`config.mk`:
```
export PLATFORM = sky130hd
export DESIGN_NAME = apb_arbiter_2to1
export DESIGN_NICKNAME = d
export VERILOG_FILES = /design/src/rtl/apb_arbiter_2to1.sv
export SDC_FILE = /design/constraint.sdc
export NUM_CORES = 1
export LEC_CHECK = 0
export BUFFER_PORTS_ARGS = -buffer_cell sky130_fd_sc_hd__buf_4
export CAP_MARGIN = 20
export CORE_AREA = 2 2 126 128
export DETAILED_ROUTE_END_ITERATION = 16
export DIE_AREA = 0 0 128 130
export GPL_TIMING_DRIVEN = 1
export SYNTH_ARGS = -nofsm -noshare
export SYNTH_HDL_FRONTEND = slang
export SYNTH_SLANG_ARGS = --single-unit
```
`constraint.sdc`:
```
create_clock -name clk -period 2.9 [get_ports clk]
set_input_delay 0.435 -clock clk [delete_from_list [all_inputs] [get_ports clk]]
set_output_delay 0.435 -clock clk [all_outputs]
set_load 0.01 [all_outputs]
```
`src/rtl/apb_arbiter_2to1.sv`:
```
// Round-robin 2:1 APB arbiter: two requester ports share one completer-facing port, one transfer in flight.
// Optional macro APB_PSLVERR_EN routes completer PSLVERR back to the granted requester.

module apb_arbiter_2to1 #(
  parameter int unsigned G_REGWIDTH   = 32,
  parameter int unsigned G_ADDR_WIDTH = 32
) (
  input  logic                      clk,
  input  logic                      rst,
  input  logic                      s0_apb_psel,
  input  logic                      s0_apb_penable,
  input  logic                      s0_apb_pwrite,
  input  logic [2:0]                s0_apb_pprot,
  input  logic [G_ADDR_WIDTH-1:0]   s0_apb_paddr,
  input  logic [G_REGWIDTH-1:0]     s0_apb_pwdata,
  input  logic [G_REGWIDTH/8-1:0]   s0_apb_pstrb,
  output logic                      s0_apb_pready,
  output logic [G_REGWIDTH-1:0]     s0_apb_prdata,
  input  logic                      s1_apb_psel,
  input  logic                      s1_apb_penable,
  input  logic                      s1_apb_pwrite,
  input  logic [2:0]                s1_apb_pprot,
  input  logic [G_ADDR_WIDTH-1:0]   s1_apb_paddr,
  input  logic [G_REGWIDTH-1:0]     s1_apb_pwdata,
  input  logic [G_REGWIDTH/8-1:0]   s1_apb_pstrb,
  output logic                      s1_apb_pready,
  output logic [G_REGWIDTH-1:0]     s1_apb_prdata,
`ifdef APB_PSLVERR_EN
  input  logic                      m_apb_pslverr,
  output logic                      s0_apb_pslverr,
  output logic                      s1_apb_pslverr,
`endif
  output logic                      m_apb_psel,
  output logic                      m_apb_penable,
  output logic                      m_apb_pwrite,
  output logic [2:0]                m_apb_pprot,
  output logic [G_ADDR_WIDTH-1:0]   m_apb_paddr,
  output logic [G_REGWIDTH-1:0]     m_apb_pwdata,
  output logic [G_REGWIDTH/8-1:0]   m_apb_pstrb,
  input  logic                      m_apb_pready,
  input  logic [G_REGWIDTH-1:0]     m_apb_prdata,
  output logic                      arb_grant,
  output logic                      arb_busy
);

  typedef enum logic [1:0] {
    ST_IDLE   = 2'd0,
    ST_SETUP  = 2'd1,
    ST_ACCESS = 2'd2
  } state_e;

  state_e r_state;
  state_e w_next_state;
  logic   r_grant;
  logic   r_last_grant;
  logic   w_any_req;
  logic   w_pick;
  logic   w_done;
  logic   w_unused_penable;

  // PENABLE from requesters is protocol framing only; arbitration keys off PSEL.
  assign w_unused_penable = s0_apb_penable | s1_apb_penable;

  assign w_any_req = s0_apb_psel | s1_apb_psel;
  assign w_pick    = (s0_apb_psel && s1_apb_psel) ? ~r_last_grant : s1_apb_psel;
  assign w_done    = (r_state == ST_ACCESS) && m_apb_pready;

  always_ff @(posedge clk) begin
    if (rst) begin
      r_state <= ST_IDLE;
    end else begin
      r_state <= w_next_state;
    end
  end

  // last_grant resets to 1 so requester 0 wins the first tie.
  always_ff @(posedge clk) begin
    if (rst) begin
      r_grant      <= 1'b0;
      r_last_grant <= 1'b1;
    end else begin
      if ((r_state == ST_IDLE) && w_any_req) begin
        r_grant <= w_pick;
      end
      if (w_done) begin
        r_last_grant <= r_grant;
      end
    end
  end

  always_comb begin
    w_next_state = r_state;
    case (r_state)
      ST_IDLE:   if (w_any_req) w_next_state = ST_SETUP;
      ST_SETUP:  w_next_state = ST_ACCESS;
      ST_ACCESS: if (m_apb_pready) w_next_state = ST_IDLE;
      default:   w_next_state = ST_IDLE;
    endcase
  end

  always_comb begin
    m_apb_psel     = 1'b0;
    m_apb_penable  = 1'b0;
    m_apb_pwrite   = 1'b0;
    m_apb_pprot    = 3'd0;
    m_apb_paddr    = '0;
    m_apb_pwdata   = '0;
    m_apb_pstrb    = '0;
    s0_apb_pready  = 1'b0;
    s0_apb_prdata  = '0;
    s1_apb_pready  = 1'b0;
    s1_apb_prdata  = '0;
`ifdef APB_PSLVERR_EN
    s0_apb_pslverr = 1'b0;
    s1_apb_pslverr = 1'b0;
`endif
    arb_grant      = r_grant;
    arb_busy       = (r_state != ST_IDLE);
    if (r_state != ST_IDLE) begin
      m_apb_psel   = 1'b1;
      m_apb_pwrite = r_grant ? s1_apb_pwrite : s0_apb_pwrite;
      m_apb_pprot  = r_grant ? s1_apb_pprot  : s0_apb_pprot;
      m_apb_paddr  = r_grant ? s1_apb_paddr  : s0_apb_paddr;
      m_apb_pwdata = r_grant ? s1_apb_pwdata : s0_apb_pwdata;
      m_apb_pstrb  = r_grant ? s1_apb_pstrb  : s0_apb_pstrb;
    end
    if (r_state == ST_ACCESS) begin
      m_apb_penable = 1'b1;
    end
    // Completion is steered to the granted requester only.
    if (w_done) begin
      if (r_grant) begin
        s1_apb_pready  = 1'b1;
        s1_apb_prdata  = m_apb_prdata;
`ifdef APB_PSLVERR_EN
        s1_apb_pslverr = m_apb_pslverr;
`endif
      end else begin
        s0_apb_pready  = 1'b1;
        s0_apb_prdata  = m_apb_prdata;
`ifdef APB_PSLVERR_EN
        s0_apb_pslverr = m_apb_pslverr;
`endif
      end
    end
  end

endmodule

```
==> key figures, run 1 <==
Route
  – Post-route ant nets: 0
  – Drt wl/cell: 12.7 µm
  – Total wire length: 9.59 mm
  – Detailed Route Iter0 Violations: 33
  – Via-to-Cell Ratio: 3.80
  – Vias: 2859
  – Residual DRC: 0
  – Drt pass-1 iters: 4

GRT
  – GR peak layer: met2
  – M1 GR Usage: 0.125
  – GR Layer Usage met3: 0.0250
  – Initial antenna violation count: 0
  – Overflow after GRT: 0
  – Grt met2 use: 0.176
  – Global-route wire length before repair: 13.4 mm
  – Vias in the first global route: 2599
  – Largest net degree at the start of global routing: 43
  – All-Layer GR Usage: 0.101

Synth
  – Netlist Area Pre-Place: 1840 µm²
  – Top post-synthesis cells by area: mux2i_1, nor2_1, and2_4
  – Syn nets: 434
  – Synth cell types: 25
  – Syn_area_per_cell: 7.33 µm²
  – Mapped Cells: 251
  – Post-synthesis sequential area ratio: 0.0435
  – Area leader, netlist: mux2i_1
  – Yosys warning count: 0
  – Number of synthesized register bits: 4
  – Top cell type's share of synthesized area: 0.392

Cells and area
  – Diodes inserted: 0
  – Layout area overhead: 143%
  – Layout cells sized above 1: 0.657
  – Commonest cells after routing, fill and taps aside: buf_4, nor2_1, mux2i_1
  – Commonest non-fill, non-tap cell in the layout: buf_4
  – Fillers: 1722
  – Final nets: 744

Worst setup path
  – Peak fanout along the critical path: 33
  – Reg-to-reg slack, setup: 1.42 ns
  – Worst EP required: 2.47 ns
  – CP Class: reg -> out
  – Reg2Reg Capture Point: arb_grant$_SDFFE_PP0P_
  – Startpoint types: flip-flop
  – CP Capture Type: output pin
  – Reg2reg path depth: 3
  – Worst EP arrival: 1.72 ns
  – FF-to-FF Start: r_state[1]$_SDFFE_PP0P_

Clock tree
  – Resized Gates After CTS: 0
  – Root buffer cell: clkbuf_16
  – CTS tree: done
  – Clock Pin Slew Worst Setup and Hold Paths: 0.03 ns
  – Max clock buf depth: 2
  – Hold-fix buffers, CTS: 0
  – Sink Count: 4
  – # H-tree levels: 1
  – Clk_lat worst skew: 0.23 ns
  – Total CTS buffers: 3
  – Post-CTS Setup Bufs: 0

Worst hold path
  – Hold Path Class: in -> reg
  – HP Start: rst
  – Hold path depth: 2
  – Worst Hold End: r_state[1]$_SDFFE_PP0P_

Timing
  – Hold Vio Cnt, Final: 0
  – Worst Tran Pin Value: 0.709 ns
  – Setup_tns: 0 ns
  – Relative slew slack: 0.527
  – Final min period: 2.15 ns
  – RSZ-0062 raised after global routing: no
  – Setup Skew: 0.00251 ns
  – Fmax: 0.465 GHz
  – Pins over their slew limit: 0
  – Tcrit/Tclk final: 0.742
  – Final setup fails: 0
  – Final worst slack: 0.747 ns

Run status
  – Status: complete, no violations

Floorplanning
  – Io pins: 325
  – Die height: 130 µm
  – Core area: 15400 µm²
  – Row count: 46
  – Die W: 128 µm
  – Die Area: 16600 µm²
  – Initial core utilization: 0.119

Placement
  – # port buffers: 322
  – DPL Wire Length: 8.18 mm
  – Placement Setup Slack: 0.933 ns
  – Routability cong.: 0.738

Power
  – Power per cell area: 222 nW/µm²
  – Leakage: 2.34 nW
  – Worst VDD drop: 143 µV

Flow run
  – Max Cap Viol: 0
-- state kept, by name, summed over array words and instances (netlist names) --
signal	count
arb_grant	1
r_last_grant	1
r_state	2
-- metrics by stage --
| step | utilization | total power, W | instances | hold WS [ns] | area, µm² |
|---|---|---|---|---|---|
| after global placement | 0.285 | 0.000776 | 748 | 0.460 | 4390 |
| after global routing | 0.290 | 0.00107 | 752 | 0.427 | 4470 |
| final | 0.290 | 0.000994 | 752 | 0.411 | 4470 |
| after floorplan | - | 0.000367 | 251 | 0.436 | 1840 |
| after detailed placement | 0.285 | 0.000780 | 748 | 0.470 | 4390 |
| after CTS | 0.290 | 0.00101 | 752 | 0.409 | 4470 |
-- cell usage after synthesis, drive strengths merged --
cell and count:
clkbuf 7, o32ai 1, nor3 1, inv 1, and2b 1, and2 64
or3b 1, and4bb 1, a211o 1, and4b 1, mux2i 72, nor2 74
buf 16, nand3b 1, nor3b 1, or2b 1, a21oi 1, dfxtp 4
a21bo 1, nand2b 1
-- cell type report --
| cell class | instances | area [µm²] | area share |
|---|---|---|---|
| Clock buffer | 4 | 78.8 | 0.0176 |
| Sequential cell | 4 | 83.8 | 0.0188 |
| Inverter | 1 | 3.75 | 0.000840 |
| Tap cell | 192 | 240 | 0.0538 |
| Multi-Input combinational cell | 223 | 1590 | 0.355 |
| Timing Repair Buffer | 328 | 2470 | 0.554 |
-- kinds of logic (layout without fill, tap and decap cells) --
logic type / count (synthesis) / in the layout / share of synthesized area
AO/OA/AOI/OAI: 4 / 4 / 0.0177
buffers and inverters: 24 / 333 / 0.0945
flip-flops: 4 / 4 / 0.0435
multiplexers: 72 / 72 / 0.392
AND/OR/NAND/NOR: 147 / 147 / 0.453
-- layer usage --
layer	up-vias	share of wire	wire (µm)
li1	1441	-	-
met1	1224	0.42	4020
met2	184	0.47	4510
met3	10	0.098	937
met4	0	0.012	119
met5	-	0	0
-- worst max-delay path: stages, from the launching register on --
cell	delay (ns)
dfxtp_1	0.47
and4bb_2	0.68
and2_1	0.21
buf_4	0.12
-- how the worst max path moves through the flow --
stage	cells after the start	startpoint	end	slack, ns
after floorplan	4	arb_grant$_SDFFE_PP0P_	m_apb_paddr[0]	1.39
after global placement	4	m_apb_pready	s0_apb_prdata[6]	0.91
after detailed placement	4	m_apb_pready	s0_apb_prdata[23]	0.93
after CTS	3	r_state[1]$_SDFFE_PP0P_	s0_apb_prdata[8]	0.71
after global routing	3	r_state[1]$_SDFFE_PP0P_	s0_apb_prdata[4]	0.59
final	3	r_state[1]$_SDFFE_PP0P_	s0_apb_prdata[11]	0.75
-- report_power, final --
part	total, W	internal, W	switching [W]
registers	0.0000662	0.0000597	0.00000656
logic	0.000705	0.000408	0.000298
clock network	0.000222	0.000182	0.0000407
total	0.000994	0.000649	0.000345
No activity file was read; power rests on OpenSTA's default activity.
==> run 2, diff against run 1 <==
==> constraint.sdc (replaced) <==
create_clock -name clk -period 2.2 [get_ports clk]
set_input_delay 0.33 -clock clk [delete_from_list [all_inputs] [get_ports clk]]
set_output_delay 0.33 -clock clk [all_outputs]
set_load 0.01 [all_outputs]
==> run 2 against run 1 <==
  * Worst setup slack worse by 0.45 ns
  * Sequential power up 35%
  * Register-to-register slack worse by 0.65 ns
  * Design area up 0.67%
  * Non-clock buffer count down 1
  * Power up 32%
  * Clock power up 33%
  * Flip-flop and latch count unchanged
  * Combinational power up 31%
  * Critical endpoint is now s0_apb_prdata[23]
  * Highest routed layer unchanged
==> key figures, run 2 (synthesis results as in run 1) <==
Run status
  – Status: complete, no violations (unchanged)

Worst setup path
  – CP Class: reg -> out (unchanged)
  – Worst EP arrival: 1.57 ns (was 1.72 ns)
  – Crit-path slowest cell: dfxtp_1 (was and4bb_2)
  – CP Capture Type: output pin (unchanged)
  – Crit-path leading delay family: flip-flops (was simple AND/OR/NAND/NOR gates)
  – Buf+Inv Stages, Crit Path: 2 (was 1)
  – Worst EP required: 1.87 ns (was 2.47 ns)
  – Most used cell, CP: buf_4
  – Max incr delay on CP: 0.48 ns (was 0.68 ns)
  – Peak fanout along the critical path: 33 (unchanged)
  – Startpoint types: flip-flop (unchanged)
  – Worst-path cell chain: and4bb_2, buf_4, and2_1, buf_4 (was and4bb_2, and2_1, buf_4)

GRT
  – Global-route wire length before repair: 13.3 mm (was 13.4 mm)
  – Initial antenna violation count: 0 (unchanged)
  – All-Layer GR Usage: 0.100 (was 0.101)
  – Overflow after GRT: 0 (unchanged)
  – Vias in the first global route: 2544 (was 2599)
  – Largest net degree at the start of global routing: 74 (was 43)

Clock tree
  – Post-CTS Setup Bufs: 0 (unchanged)
  – Clock Pin Slew Worst Setup and Hold Paths: 0.03 ns (about the same)
  – Clk_lat worst skew: 0.23 ns (about the same)
  – Hold-fix buffers, CTS: 0 (unchanged)
  – Max clock buf depth: 2 (unchanged)
  – CTS tree: done (unchanged)
  – Root buffer cell: clkbuf_16 (unchanged)
  – # H-tree levels: 1 (unchanged)
  – Sink Count: 4 (unchanged)
  – Resized Gates After CTS: 0 (unchanged)
  – Total CTS buffers: 3 (unchanged)

Route
  – Vias: 2803 (was 2859)
  – Via-to-Cell Ratio: 3.73 (was 3.80)
  – Post-route ant nets: 0 (unchanged)
  – Drt pass-1 iters: 4 (unchanged)
  – Drt wl/cell: 12.7 µm (about the same)
  – Total wire length: 9.52 mm (was 9.59 mm)
  – Residual DRC: 0 (unchanged)
  – Detailed Route Iter0 Violations: 33 (unchanged)

Floorplanning
  – Die Area: 16600 µm² (unchanged)
  – Die W: 128 µm (unchanged)
  – Io pins: 325 (unchanged)
  – Initial core utilization: 0.119 (unchanged)
  – Row count: 46 (unchanged)
  – Core area: 15400 µm² (unchanged)
  – Die height: 130 µm (unchanged)

Cells and area
  – Max reg flops: 2 (unchanged)
  – Fillers: 1729 (was 1722)
  – Commonest cells after routing, fill and taps aside: buf_4, nor2_1, mux2i_1 (unchanged)
  – Commonest non-fill, non-tap cell in the layout: buf_4 (unchanged)
  – Largest Register: r_state (unchanged)
  – Final nets: 743 (was 744)
  – Layout area overhead: 144% (was 143%)
  – Diodes inserted: 0 (unchanged)
  – Layout cells sized above 1: 0.657 (about the same)
  – Finished Core Util: 0.292 (was 0.290)

Timing
  – Hold Vio Cnt, Final: 0 (unchanged)
  – WHS: 0.305 ns (was 0.411 ns)
  – Worst Tran Pin Value: 0.323 ns (was 0.709 ns)
  – Tcrit/Tclk final: 0.863
  – Pins over their slew limit: 0 (unchanged)
  – Setup_tns: 0 ns (unchanged)
  – Fmax: 0.527 GHz
  – Final min period: 1.90 ns
  – RSZ-0062 raised after global routing: no (unchanged)
  – Setup Skew: 0.00266 ns (was 0.00251 ns)
  – Relative slew slack: 0.785 (was 0.527)
  – Final setup fails: 0 (unchanged)

Placement
  – # port buffers: 322 (unchanged)
  – Routability cong.: 0.732 (was 0.738)
  – DPL Wire Length: 8.00 mm (was 8.18 mm)

Power
  – Leakage: 2.34 nW (about the same)
  – Power per cell area: 291 nW/µm² (was 222 nW/µm²)
  – Worst VDD drop: 202 µV (was 143 µV)

Worst hold path
  – Hold Path Class: in -> reg (unchanged)

Flow run
  – Max Cap Viol: 0 (unchanged)
==> run 2: cell count changes in the layout (fill, tap and decap cells not counted), sizes merged <==
cell and change:
buf -1
==> run 2: worst register-to-register path: cells and delay by family (launching register included) <==
family | cells | cell delay (ns)
buffers and inverters | 2 | 0.50
AO/OA/AOI/OAI | 1 | 0.29
flip-flops | 1 | 0.38
AND/OR/NAND/NOR | 1 | 0.16
==> run 2: per-layer routing <==
layer | up-vias | track usage | share of wire
li1 | 1443 | - | -
met5 | - | 0 | 0
met4 | 0 | 0.0213 | 0.0071
met3 | 4 | 0.0250 | 0.10
met2 | 176 | 0.179 | 0.48
met1 | 1180 | 0.122 | 0.41
==> run 2: final cells by class <==
cell class | instances | area (µm²) | area share
Clock buffer | 4 | 78.8 | 0.0175
Tap cell | 192 | 240 | 0.0534
Inverter | 1 | 3.75 | 0.000834
Sequential cell | 4 | 83.8 | 0.0186
Timing Repair Buffer | 327 | 2500 | 0.557
Multi-Input combinational cell | 223 | 1590 | 0.353
==> run 2: power breakdown <==
group / switching [W] / leakage (nW) / internal [W]
Sequential: 0.0000105 / 0.0336 / 0.0000787
Clock: 0.0000560 / 0.0382 / 0.000240
Combinational: 0.000387 / 2.27 / 0.000539
Total: 0.000453 / 2.34 / 0.000857
==> run 2: worst paths after layout <==
check | end | slack (ns) | cells past startpoint | from
setup / recovery | s0_apb_prdata[23] | 0.30 | 4 | r_state[1]$_SDFFE_PP0P_
hold / removal | r_state[1]$_SDFFE_PP0P_ | 0.30 | 2 | rst
setup reg to reg | arb_grant$_SDFFE_PP0P_ | 0.77 | 4 | r_state[1]$_SDFFE_PP0P_
hold reg to reg | r_last_grant$_SDFFE_PP1P_ | 0.48 | 1 | r_last_grant$_SDFFE_PP1P_
==> run 2: metrics by stage <==
| step | power, W | instances | worst slack, ns | instance area (µm²) |
|---|---|---|---|---|
| after floorplan | 0.000484 | 251 | 0.797 | 1840 |
| after global placement | 0.00103 | 747 | 0.546 | 4420 |
| after detailed placement | 0.00103 | 747 | 0.503 | 4420 |
| after CTS | 0.00133 | 751 | 0.263 | 4500 |
| after global routing | 0.00141 | 751 | 0.177 | 4500 |
| final | 0.00131 | 751 | 0.301 | 4500 |
==> run 3, diff against run 2 <==
--- a/config.mk
+++ b/config.mk
@@ -11,6 +11,7 @@
 export DETAILED_ROUTE_END_ITERATION = 16
 export DIE_AREA = 0 0 128 130
 export GPL_TIMING_DRIVEN = 1
+export REMOVE_ABC_BUFFERS = 1
 export SYNTH_ARGS = -nofsm -noshare
 export SYNTH_HDL_FRONTEND = slang
 export SYNTH_SLANG_ARGS = --single-unit
==> run 3 against run 2 <==
  * Sequential power barely moved
  * Combinational power fell by 0.5%
  * Via count rose by 1.1%
  * Largest cell class unchanged
  * Maximum frequency fell by 3.0%
  * Worst hold slack got worse by 0.0065 ns
  * Critical endpoint is now s0_apb_prdata[2]
  * Sequential share of layout area barely moved
==> key figures, run 3 (synthesis results as in run 1) <==
Power
  – Leakage: 2.33 nW (was 2.34 nW)
  – Sequential power share: 0.069 (was 0.068)
  – Clock share of power: 0.223 (was 0.226)
  – Power per cell area: 291 nW/µm² (about the same)
  – Cell Int Power: 0.000849 W (was 0.000857 W)
  – Sw Ratio: 0.347 (was 0.346)
  – Power share of the combinational group: 0.708 (was 0.706)
  – NetSw: 0.000451 W (was 0.000453 W)
  – Tot Pwr: 0.00130 W (was 0.00131 W)
  – Worst VDD drop: 252 µV (was 202 µV)

Timing
  – Worst Tran Pin Value: 0.497 ns (was 0.323 ns)
  – Hold Vio Cnt, Final: 0 (unchanged)
  – RSZ-0062 raised after global routing: no (unchanged)
  – Tcrit/Tclk final: 0.890 (was 0.863)
  – WHS: 0.298 ns (was 0.305 ns)
  – Setup Skew: 0.000328 ns (was 0.00266 ns)
  – Relative slew slack: 0.668 (was 0.785)
  – Final worst slack: 0.242 ns (was 0.301 ns)
  – Fmax: 0.511 GHz (was 0.527 GHz)
  – Pins over their slew limit: 0 (unchanged)
  – Final setup fails: 0 (unchanged)
  – Final min period: 1.96 ns (was 1.90 ns)

Worst setup path
  – Worst setup path start: r_state[1]$_SDFFE_PP0P_ (unchanged)
  – Worst EP required: 1.87 ns (about the same)
  – Startpoint types: flip-flop (unchanged)
  – Reg2reg path depth: 4 (unchanged)
  – Peak fanout along the critical path: 33 (unchanged)
  – CP Class: reg -> out (unchanged)
  – Worst EP arrival: 1.63 ns (was 1.57 ns)
  – FF-to-FF Start: r_state[1]$_SDFFE_PP0P_ (unchanged)
  – CP Capture Type: output pin (unchanged)

Cells and area
  – Layout area overhead: 143% (was 144%)
  – Diodes inserted: 0 (unchanged)
  – Max reg flops: 2 (unchanged)
  – Largest Register: r_state (unchanged)
  – Layout cells sized above 1: 0.657 (unchanged)
  – Fillers: 1736 (was 1729)
  – Commonest non-fill, non-tap cell in the layout: buf_4 (unchanged)
  – Final nets: 743 (unchanged)
  – Commonest cells after routing, fill and taps aside: buf_4, nor2_1, mux2i_1 (unchanged)

GRT
  – Largest net degree at the start of global routing: 51 (was 74)
  – All-Layer GR Usage: 0.101 (was 0.100)
  – Initial antenna violation count: 0 (unchanged)
  – Global-route wire length before repair: 13.4 mm (was 13.3 mm)
  – Overflow after GRT: 0 (unchanged)
  – Vias in the first global route: 2597 (was 2544)

Clock tree
  – Clk_lat worst skew: 0.22 ns (was 0.23 ns)
  – Resized Gates After CTS: 0 (unchanged)
  – Clock Pin Slew Worst Setup and Hold Paths: 0.03 ns (about the same)
  – CTS tree: done (unchanged)
  – # H-tree levels: 1 (unchanged)
  – Sink Count: 4 (unchanged)
  – Hold-fix buffers, CTS: 0 (unchanged)
  – Post-CTS Setup Bufs: 0 (unchanged)
  – Total CTS buffers: 3 (unchanged)
  – Max clock buf depth: 2 (unchanged)
  – Root buffer cell: clkbuf_16 (unchanged)

Run status
  – Status: complete, no violations (unchanged)

Route
  – Drt pass-1 iters: 4 (unchanged)
  – Post-route ant nets: 0 (unchanged)
  – Total wire length: 9.71 mm (was 9.52 mm)
  – Residual DRC: 0 (unchanged)
  – Vias: 2833 (was 2803)
  – Drt wl/cell: 12.9 µm (was 12.7 µm)
  – Via-to-Cell Ratio: 3.77 (was 3.73)
  – Detailed Route Iter0 Violations: 31 (was 33)

Worst hold path
  – HP Start: rst (unchanged)
  – Hold path depth: 2 (unchanged)
  – Hold Path Class: in -> reg (unchanged)

Floorplanning
  – Die height: 130 µm (unchanged)
  – Die W: 128 µm (unchanged)
  – Core area: 15400 µm² (unchanged)
  – Die Area: 16600 µm² (unchanged)
  – Io pins: 325 (unchanged)
  – Row count: 46 (unchanged)
  – Initial core utilization: 0.119 (unchanged)

Flow run
  – Max Cap Viol: 0 (unchanged)

Placement
  – # port buffers: 322 (unchanged)
  – Placement Setup Slack: 0.467 ns (was 0.503 ns)
  – DPL Wire Length: 8.47 mm (was 8.00 mm)
  – Routability cong.: 0.729 (was 0.732)
==> run 3: cell counts in the layout (fill, tap and decap cells not counted) <==
No cell type changed its count.
==> run 3: worst paths after layout <==
kind                                     to  slack, ns
setup / recovery           s0_apb_prdata[2]       0.24
hold reg to reg   r_last_grant$_SDFFE_PP1P_       0.47
hold / removal      r_state[1]$_SDFFE_PP0P_       0.30
setup reg to reg     arb_grant$_SDFFE_PP0P_       0.72
==> run 3: through the flow <==
stage | setup TNS, ns | utilization | cell area [µm²] | cells
floorplan | -209.89 | - | 1670 | 228
global placement | 0 | 0.285 | 4390 | 747
detailed placement | 0 | 0.285 | 4390 | 747
CTS | 0 | 0.290 | 4470 | 751
global route | 0 | 0.290 | 4470 | 751
finish | 0 | 0.290 | 4470 | 751
==> run 3: cell type report <==
cell class	count	area [µm²]	area share
tap	192	240	0.0537
multi-input combinational	223	1590	0.355
inverter	1	3.75	0.000839
clock buffer	4	78.8	0.0176
sequential	4	83.8	0.0187
timing repair buffer	327	2480	0.554
==> run 3: power by group through the flow <==
stage | clock network [W] | logic [W] | registers [W]
after floorplan | 0 | 0.000351 | 0.000126
after global routing | 0.000309 | 0.00100 | 0.0000914
after global placement | 0 | 0.000931 | 0.0000901
after detailed placement | 0 | 0.000933 | 0.0000902
final | 0.000290 | 0.000920 | 0.0000891
after CTS | 0.000296 | 0.000937 | 0.0000894
==> run 3: critical path: stages (launching register included) <==
cell and delay (ns):
dfxtp_1 0.47, and4bb_2 0.61, and2_1 0.20, buf_4 0.12
==> run 3: layer usage <==
layer	GRT usage	up-vias	part of all wire
met4	0.00776	0	0.0023
met2	0.185	192	0.50
met3	0.0295	2	0.11
li1	-	1437	-
met1	0.122	1202	0.39
met5	0	-	0
